--- config.mk ---
export PLATFORM = sky130hd
export DESIGN_NAME = alu_dispatch
export DESIGN_NICKNAME = d
export VERILOG_FILES = /design/src/rtl/alu_pkg.sv /design/src/rtl/alu_dispatch_lat_counter.sv /design/src/rtl/alu_dispatch.sv
export SDC_FILE = /design/constraint.sdc
export NUM_CORES = 1
export LEC_CHECK = 0
export CORE_MARGIN = 2
export CORE_UTILIZATION = 47
export CTS_CLUSTER_DIAMETER = 120
export DETAILED_ROUTE_END_ITERATION = 8
export PLACE_DENSITY = 0.84
export RECOVER_POWER = 50
export SYNTH_ARGS = -nofsm -noshare
export SYNTH_HDL_FRONTEND = slang
export SYNTH_HIERARCHICAL = 1
export SYNTH_SLANG_ARGS = --single-unit
--- constraint.sdc ---
create_clock -name clk -period 3.2 [get_ports clk]
set_clock_uncertainty 0.2 [all_clocks]
set_input_delay 0.48 -clock clk [delete_from_list [all_inputs] [get_ports clk]]
set_output_delay 0.48 -clock clk [all_outputs]
set_load 0.005 [all_outputs]
--- src/rtl/alu_pkg.sv ---
// Shared definitions for the ALU dispatcher: opcodes, unit latencies,
// FSM states and small decode helpers.
package alu_pkg;

  localparam int DATA_W  = 8;
  localparam int N_UNITS = 5;

  localparam logic [2:0] OP_CMP = 3'b000;
  localparam logic [2:0] OP_ADD = 3'b001;
  localparam logic [2:0] OP_SUB = 3'b010;
  localparam logic [2:0] OP_DIV = 3'b011;
  localparam logic [2:0] OP_MUL = 3'b100;

  localparam logic [3:0] LAT_CMP = 4'd1;
  localparam logic [3:0] LAT_ADD = 4'd1;
  localparam logic [3:0] LAT_SUB = 4'd1;
  localparam logic [3:0] LAT_MUL = 4'd3;
  localparam logic [3:0] LAT_DIV = 4'd8;

  typedef enum logic [1:0] {
    S_IDLE = 2'd0,
    S_EXEC = 2'd1,
    S_DONE = 2'd2
  } state_t;

  function automatic logic op_legal(input logic [2:0] op);
    return (op <= OP_MUL);
  endfunction

  // Activation cycles for a legal opcode; illegal opcodes never reach EXEC.
  function automatic logic [3:0] op_lat(input logic [2:0] op);
    case (op)
      OP_CMP:  return LAT_CMP;
      OP_ADD:  return LAT_ADD;
      OP_SUB:  return LAT_SUB;
      OP_DIV:  return LAT_DIV;
      OP_MUL:  return LAT_MUL;
      default: return 4'd1;
    endcase
  endfunction

  // Bit position of each unit's activation equals its opcode value.
  function automatic logic [N_UNITS-1:0] op_onehot(input logic [2:0] op);
    if (op_legal(op)) return N_UNITS'(1) << op;
    return '0;
  endfunction

endpackage

--- src/rtl/alu_dispatch_lat_counter.sv ---
// Activation latency counter: load on accept, count down while executing,
// hold at zero (no wrap).
module lat_counter (
  input  logic       clk,
  input  logic       rst,
  input  logic       load,
  input  logic [3:0] load_val,
  input  logic       dec,
  output logic       zero
);

  logic [3:0] cnt;

  // Load has priority over decrement; decrement stops at zero.
  always_ff @(posedge clk) begin
    if (rst)                     cnt <= 4'd0;
    else if (load)               cnt <= load_val;
    else if (dec && cnt != 4'd0) cnt <= cnt - 4'd1;
  end

  assign zero = (cnt == 4'd0);

endmodule

--- src/rtl/alu_dispatch.sv ---
// ALU operation dispatcher: accepts one operation at a time, latches its
// operands, pulses the matching unit activation for that unit's latency,
// then reports completion (res_valid) or rejection (err) for one cycle.
//
// state | meaning
// ------+--------------------------------------------------------------
// IDLE  | ready for a new operation (op_ready=1)
// EXEC  | one unit activation held high, latency counter running
// DONE  | single cycle: res_valid or err pulse, then back to IDLE
module alu_dispatch
  import alu_pkg::*;
(
  input  logic              clk,
  input  logic              rst,
  input  logic              op_valid,
  output logic              op_ready,
  input  logic [2:0]        opcode,
  input  logic [DATA_W-1:0] A,
  input  logic [DATA_W-1:0] B,
  output logic [DATA_W-1:0] opA,
  output logic [DATA_W-1:0] opB,
  output logic              aCmp,
  output logic              aAdd,
  output logic              aSub,
  output logic              aDiv,
  output logic              aMul,
  output logic              res_valid,
  output logic              err,
  output logic              busy
);

  state_t             state;
  logic [N_UNITS-1:0] act;
  logic               op_ok;
  logic               accept;
  logic               cnt_zero;

  assign op_ok  = op_legal(opcode) && !((opcode == OP_DIV) && (B == '0));
  assign accept = (state == S_IDLE) && op_valid;

  lat_counter u_lat (
    .clk      (clk),
    .rst      (rst),
    .load     (accept && op_ok),
    .load_val (op_lat(opcode) - 4'd1),
    .dec      (state == S_EXEC),
    .zero     (cnt_zero)
  );

  // Dispatch FSM; all outputs except the state decodes are registered here.
  always_ff @(posedge clk) begin
    if (rst) begin
      state     <= S_IDLE;
      act       <= '0;
      res_valid <= 1'b0;
      err       <= 1'b0;
      opA       <= '0;
      opB       <= '0;
    end else begin
      case (state)
        S_IDLE: begin
          if (op_valid) begin
            opA <= A;
            opB <= B;
            if (op_ok) begin
              act   <= op_onehot(opcode);
              state <= S_EXEC;
            end else begin
              err   <= 1'b1;
              state <= S_DONE;
            end
          end
        end
        S_EXEC: begin
          if (cnt_zero) begin
            act       <= '0;
            res_valid <= 1'b1;
            state     <= S_DONE;
          end
        end
        S_DONE: begin
          res_valid <= 1'b0;
          err       <= 1'b0;
          state     <= S_IDLE;
        end
        default: begin
          act       <= '0;
          res_valid <= 1'b0;
          err       <= 1'b0;
          state     <= S_IDLE;
        end
      endcase
    end
  end

  // Ready is masked by rst so nothing looks acceptable while reset is held.
  assign op_ready = (state == S_IDLE) && !rst;
  assign busy     = (state != S_IDLE);

  assign aCmp = act[0];
  assign aAdd = act[1];
  assign aSub = act[2];
  assign aDiv = act[3];
  assign aMul = act[4];

endmodule

==> results.json <==
{
  "status": "complete, no violations",
  "period_minus_slack_ns": 2.54,
  "grt_max_degree": 29,
  "tightest_slew_ns": 1.04,
  "clk_pin_slew_ns": 0.10,
  "place_inst": 228,
  "critPathRequiredTime_ns": 2.52,
  "critPathMaxFanout": 9,
  "diodes": 0,
  "setup_viol": 0,
  "utilization": 0.730,
  "synthTopCellsByArea": "dfxtp_1 (45%), nand2_1 (13%), a21oi_1 (7.0%)",
  "num_io_pins": 47,
  "final_common_cell": "nand2_1",
  "arrival_ns": 1.86,
  "max_cap_viol_count": 0,
  "start_util": 0.507,
  "startpoint_type": "flop",
  "netlist_instances": 156,
  "htree_levels": 2,
  "fp.dieW_um": 56.4,
  "synth_top_cell_area_share": 0.450,
  "p_int_mw": 0.671,
  "p_sw_frac": 0.267,
  "cts_buffers": 5,
  "gp_congestion": 0.812,
  "leakagePower_nw": 0.773,
  "crit_path_end_kind": "primary output",
  "stdcell_count": 236,
  "grt-ovfl-total": 0,
  "cts-root-buf": "clkbuf_4",
  "fmax_mhz": 393,
  "routed_wl_mm": 3.29,
  "initialDrtViolationCount": 31,
  "synth_fp_nets": 179,
  "crit_type": "flop to primary output",
  "dieArea_um2": 3180,
  "cts_resized": 0,
  "async_reset_ff_frac": 0,
  "first_pass_iters": 4,
  "final_cell_area_um2": 1860,
  "routedWlPerCell_um": 13.9,
  "grt_pass1_vias": 1171,
  "place_area_um2": 1780,
  "worst_ir_drop_vdd_v": 0.000492,
  "relSlewSlack": 0.304,
  "dp_hpwl_mm": 2.44,
  "power_mw": 0.915,
  "area_growth_pct": 44.0,
  "fin_tns_setup_ns": 0,
  "drc": 0,
  "rows": 18,
  "postCtsSetupBuffers": 0,
  "final_cell_mix": "nand2_1 (45), dfxtp_1 (29), clkdlybuf4s50_1 (27), dlygate4sd3_1 (19), a21oi_1 (18)",
  "seqPwrFrac": 0.442,
  "yosysSeqAreaShare": 0.450,
  "powerDensity_nw_per_um2": 493,
  "yosys_register_bits": 29,
  "p_switching_mw": 0.244,
  "hold-worst-slack_ns": 0.262,
  "antenna_found_initial": 0,
  "synth.distinct_cells": 35,
  "synth.avg_cell_area_um2": 8.27,
  "grt_usage": 0.216,
  "drtAntennaViolNets": 0,
  "rsz0062_at_grt": "no",
  "viasPerCell": 5.34,
  "ys.flop_type": "dfxtp_1",
  "hold_violations": 0,
  "drive_gt1_frac": 0.0777,
  "portBuffers": 46,
  "yosysWarningCount": 6,
  "p_comb_frac": 0.213,
  "cts_tree": "built",
  "clk_latency_ns": 0.33,
  "clockBufferDepth": 2,
  "drv_slew": 0,
  "fin_nets": 228,
  "clock-sinks": 29,
  "fin_ws_ns": 0.657,
  "syn-cell-area_um2": 1290,
  "fp.coreArea_um2": 2540,
  "finalCritPeriodShare": 0.795,
  "synth_edf_count": 0,
  "cts_hold_buf": 0,
  "yosysTopAreaCell": "dfxtp_1",
  "vias": 1260,
  "grt_pass1_wl_mm": 5.28,
  "pwr-share-clk": 0.345,
  "min_path_type": "flop to flop",
  "die_h_um": 56.4,
  "place_ws_ns": 0.363
}
==> per-layer routing <==
metal / vias up / share of wire / track usage / wire, um
li1: 625 / - / - / -
met1: 582 / 0.40 / 0.229 / 1310
met2: 47 / 0.51 / 0.376 / 1680
met3: 6 / 0.073 / 0.0945 / 241
met4: 0 / 0.017 / 0.0816 / 57
met5: - / 0 / 0 / 0
==> final timing paths <==
path	endpoint	cells after the start	slack, ns	from
worst max-delay path	op_ready	3	0.66	state[0]$_SDFFE_PP0P_
worst min-delay path	opB[3]$_SDFFE_PP0P_	2	0.26	opB[3]$_SDFFE_PP0P_
worst max register to register	act[4]$_SDFFE_PP0P_	8	0.92	u_lat/cnt[1]$_SDFFE_PP0P_
worst min register to register	opB[3]$_SDFFE_PP0P_	2	0.26	opB[3]$_SDFFE_PP0P_
==> cell usage after synthesis, types with 2 or more instances <==
cell	n
a21oi_1	18
a311oi_1	2
buf_2	2
clkbuf_1	4
dfxtp_1	29
inv_1	7
mux2i_1	5
nand2_1	45
nand3b_1	3
nor2_1	9
nor2b_1	2
nor3_1	4
o21ai_0	2
o31a_1	3
==> worst max-delay path, cell delays in order, from the launching register on <==
cell             delay [ns]
dfxtp_1                0.39
or2_0                  0.39
nor2_1                 0.22
clkdlybuf4s50_1        0.53
==> kinds of logic after synthesis <==
| kind of cell | count (synthesis) | share of synthesized area |
|---|---|---|
| DFF | 29 | 0.450 |
| adders and majority gates | 1 | 0.00970 |
| AOI/OAI and AO/OA | 32 | 0.179 |
| and+or+nand+nor | 75 | 0.279 |
| other | 1 | 0.00291 |
| muxes | 5 | 0.0388 |
| buffers and inverters | 13 | 0.0398 |
==> state kept, by name (all words and copies together), names as in the netlist <==
signal	count
act	5
state	2
opA	8
u_lat/cnt	4
opB	8
err	1
res_valid	1
==> power by group through the flow <==
stage               Combinational [mW]  Sequential, mW  Clock (mW)
floorplan                        0.107           0.412           0
global placement                 0.196           0.411           0
detailed placement               0.203           0.414           0
CTS                              0.205           0.406       0.322
global route                     0.212           0.408       0.333
finish                           0.195           0.405       0.316
==> cell type report <==
| class | count | area (um2) |
|---|---|---|
| inverter | 7 | 26.3 |
| fill | 211 | 687 |
| sequential | 29 | 581 |
| tap | 30 | 37.5 |
| clock buffer | 7 | 55.1 |
| clock inverter | 1 | 30.0 |
| multi-input combinational | 114 | 653 |
| timing repair buffer | 48 | 475 |
Note: power is estimated with default switching activity, not from simulation.
==> patch 1: new RTL, config.mk and constraints unchanged <==
`DATA_W`: 8 -> 6.
--- a/src/rtl/alu_pkg.sv
+++ b/src/rtl/alu_pkg.sv
@@ -2,7 +2,7 @@
 // FSM states and small decode helpers.
 package alu_pkg;
 
-  localparam int DATA_W  = 8;
+  localparam int DATA_W  = 6;
   localparam int N_UNITS = 5;
 
   localparam logic [2:0] OP_CMP = 3'b000;
Interface: changed (resized A, B, opA and opB); port bits go from 47 to 39. No check against the original RTL was run, so the function may have changed too.
==> patch 1 against the unedited design <==
Design area decreased by 14%. Wire length decreased by 17%. Hold slack improved by 2.3 ps. Combinational power fell by 9%. Global-route usage fell by 0.75 points. Total power is 27% lower. Sequential cell count decreased by 4. Die area fell by 10%. Synthesized area is 11% lower. First-iteration DRC count is 26% lower. Setup slack improved by 200 ps. Utilization decreased by 2.4 points. Largest cell class unchanged. Highest routed layer unchanged.
==> patch 1: results (changes against the unedited design) <==
metric	value	unit	change
status	completed		unchanged
cellLeakagePower	0.633	nW	was 0.773 nW
cpLargestDelayFamily	buffers and inverters		was simple AND/OR/NAND/NOR gates
peakVddDrop	0.000327	V	was 0.000492 V
synthMuxAreaShare	3.50	%	was 3.88%
ys_top_cells_by_area	dfxtp_1 (44%), nand2_1 (11%), a21oi_1 (6.1%)		was dfxtp_1 (45%), nand2_1 (13%), a21oi_1 (7.0%)
synthTopCellsByCount	nand2_1 (33), dfxtp_1 (25), a21oi_1 (14)		was nand2_1 (45), dfxtp_1 (29), a21oi_1 (18)
wl	2720	um	was 3290 um
dp_hpwl	2050	um	was 2440 um
syn_nets	154		was 179
synth_cell_types	32		was 35
grt_pass1_vias	1069		was 1171
drt-initial-drc-count	23		was 31
ys_seq_area_share	43.7	%	was 45.0%
h-tree-depth	1		was 2
grt_usage	20.9	%	was 21.6%
biggestRegsByFlops	opA x6, opB x6, act x5		was opA x8, opB x8, act x5
antenna_found_initial	0		unchanged
insertion_delay	320	ps	
cts_resized	0		unchanged
synth-compound-area-share	20.5	%	was 17.9%
cp.arrival	1660	ps	was 1860 ps
worst_hold_path_type	reg -> reg		unchanged
drive_gt1_share	7.95	%	was 7.77%
grt_pass1_wl	4390	um	was 5280 um
path_max_fanout	6		was 9
gp_congestion	0.753		was 0.812
clkSlewWorstSetupHoldPaths	140	ps	was 100 ps
maxSlewHeadroom	56.1	%	was 30.4%
final_nets	196		was 228
regToRegSetupSlack	1070	ps	was 920 ps
cpMaxStageDelayCell	clkdlybuf4s50_1		unchanged
port_buffers	38		was 46
cts_buffers	3		was 5
fill_cells	192		was 211
synth_adder_area_share	1.09	%	was 0.970%
via_per_inst	5.20		was 5.34
synth_top_area_share	43.7	%	was 45.0%
patch 1: cell count changes in the layout (fill, tap and decap cells not counted), sizes merged, moves of 4 or more:
cell | unedited run | this run
a21oi | 18 | 14
nand2 | 45 | 33
clkbuf | 7 | 3
dfxtp | 29 | 25
dlygate4sd3 | 19 | 11
patch 1: power by group:
group | switching (mW) | total (mW) | internal [mW]
clock | 0.0927 | 0.139 | 0.0468
combinational | 0.0893 | 0.177 | 0.0878
sequential | 0.0149 | 0.349 | 0.334
patch 1: final timing paths:
check / to / cells after the start / start
worst max-delay path: op_ready / 4 / state[0]
worst min-delay path: opA[4] / 2 / opA[4]
worst max register to register: act[2] / 7 / u_lat/cnt[1]
worst min register to register: opA[4] / 2 / opA[4]
patch 1: final cells by class:
type                    instances  area, um2  area share [%]
well taps                      28       35.0            2.20
inverters                       8       30.0            1.89
clock inverters                 1       5.00           0.314
clock buffers                   3       22.5            1.41
flip-flops and latches         25        500            31.4
multi-input cells              98        597            37.5
repair buffers                 41        403            25.3
patch 1: logic make-up after synthesis:
| logic type | after synthesis |
|---|---|
| buf+inv | 12 |
| other cells | 1 |
| flops | 25 |
| compound gates | 28 |
| fa+ha+maj | 1 |
| mux | 4 |
| simple gates | 64 |
patch 1: metrics by stage:
step / worst slack, ps / hold slack [ps] / area [um2] / cells
floorplan: 900 / 253 / 1140 / 135
detailed placement: 553 / 248 / 1570 / 200
finish: 855 / 264 / 1590 / 204
global placement: 610 / 242 / 1570 / 200
CTS: 857 / 266 / 1600 / 204
global route: 733 / 281 / 1590 / 204
patch 1: routing by layer:
metal	part of all wire (%)	up-vias	GRT usage, %
li1	-	544	-
met1	44	492	23.4
met2	51	21	36.8
met3	4.0	4	4.52
met4	1.3	0	9.83
met5	0	-	0
==> patch 2: new RTL, same settings <==
Without the edit above. Put one more register stage on the output `err`. The value now appears one clock later. The other outputs are not delayed to match. Comments in the files are not updated.
--- a/src/rtl/alu_dispatch.sv
+++ b/src/rtl/alu_dispatch.sv
@@ -29,6 +29,8 @@
   output logic              busy
 );
 
+  logic err_s0;
+
   state_t             state;
   logic [N_UNITS-1:0] act;
   logic               op_ok;
@@ -53,7 +55,7 @@
       state     <= S_IDLE;
       act       <= '0;
       res_valid <= 1'b0;
-      err       <= 1'b0;
+      err_s0    <= 1'b0;
       opA       <= '0;
       opB       <= '0;
     end else begin
@@ -66,7 +68,7 @@
               act   <= op_onehot(opcode);
               state <= S_EXEC;
             end else begin
-              err   <= 1'b1;
+              err_s0 <= 1'b1;
               state <= S_DONE;
             end
           end
@@ -80,13 +82,13 @@
         end
         S_DONE: begin
           res_valid <= 1'b0;
-          err       <= 1'b0;
+          err_s0    <= 1'b0;
           state     <= S_IDLE;
         end
         default: begin
           act       <= '0;
           res_valid <= 1'b0;
-          err       <= 1'b0;
+          err_s0    <= 1'b0;
           state     <= S_IDLE;
         end
       endcase
@@ -103,5 +105,9 @@
   assign aDiv = act[3];
   assign aMul = act[4];
 
+  always_ff @(posedge clk) begin
+    err <= err_s0;
+  end
+
 endmodule
 
Behaviour: not the same (a bounded check fails within 4 cycles, from zero or initial values and one cycle with rst high).
==> patch 2 against the unedited design <==
Count of clock-buffer cells in the layout decreased by 1. Total power fell by 8.7%. Wire length fell by 5.4%. Synthesized area grew 1.6%. Design area fell by 0.67%. Cell count did not move. Sequential cell count is 1 higher. Highest routed layer unchanged. Setup slack got worse by 31 ps. Critical path depth rose by 4. Die area rose by 1.4%. Hold slack got worse by 95 ps.
==> patch 2: results (changes against the unedited design) <==
metric	value	unit	change
drt-met1-wl	1310	um	about the same
drt-initial-drc-count	32		was 31
clkPwrFrac	26.9	%	was 34.5%
crit_end	u_lat/cnt[2]		was op_ready
fill_cells	234		was 211
status	completed		unchanged
seq_share	32.5	%	was 31.2%
routedWlPerCell	13.2	um	was 13.9 um
critical_path.max_stage_delay	550	ps	was 530 ps
final-clk-cell-share	2.78	%	was 4.58%
cpMaxStageDelayCell	or4_4		was clkdlybuf4s50_1
wl_met3	209	um	was 241 um
use_met2	35.5	%	was 37.6%
syn_nets	180		was 179
gp_congestion	0.766		was 0.812
synth-compound-area-share	17.7	%	was 17.9%
maxSlewHeadroom	30.8	%	was 30.4%
setup.worst_path.start	B[0]		was state[0]
dp_hpwl	2300	um	was 2440 um
synthMuxAreaShare	3.82	%	was 3.88%
drive_gt1_share	7.32	%	was 7.77%
cellLeakagePower	0.774	nW	was 0.773 nW
nClkBuffers	6		was 7
peakVddDrop	0.000364	V	was 0.000492 V
final_nets	229		was 228
powerSeq	0.417	mW	was 0.405 mW
[patch 2: stage by stage]
stage / setup WS (ps) / power [mW] / cell area, um2 / instances / hold slack [ps]
detailed placement: 315 / 0.629 / 1800 / 230 / 143
floorplan: 923 / 0.533 / 1310 / 157 / 124
CTS: 648 / 0.852 / 1850 / 236 / 167
finish: 626 / 0.835 / 1850 / 236 / 167
global placement: 424 / 0.619 / 1800 / 230 / 132
global route: 505 / 0.877 / 1850 / 236 / 168
[patch 2: worst min-delay path by stage]
stage	start	endpoint	slack [ps]	cells after the start
2_1_floorplan	err_s0	err	120	0
3_3_place_gp	err_s0	err	130	0
3_5_place_dp	err_s0	err	140	0
4_1_cts	err_s0	err	170	0
5_1_grt	err_s0	err	170	0
6_report	err_s0	err	170	0
[patch 2: kinds of logic after synthesis]
kind of cell	Yosys count
compound gates	32
fa+ha+maj	1
buf+inv	13
flops	30
mux	5
other cells	1
simple gates	75
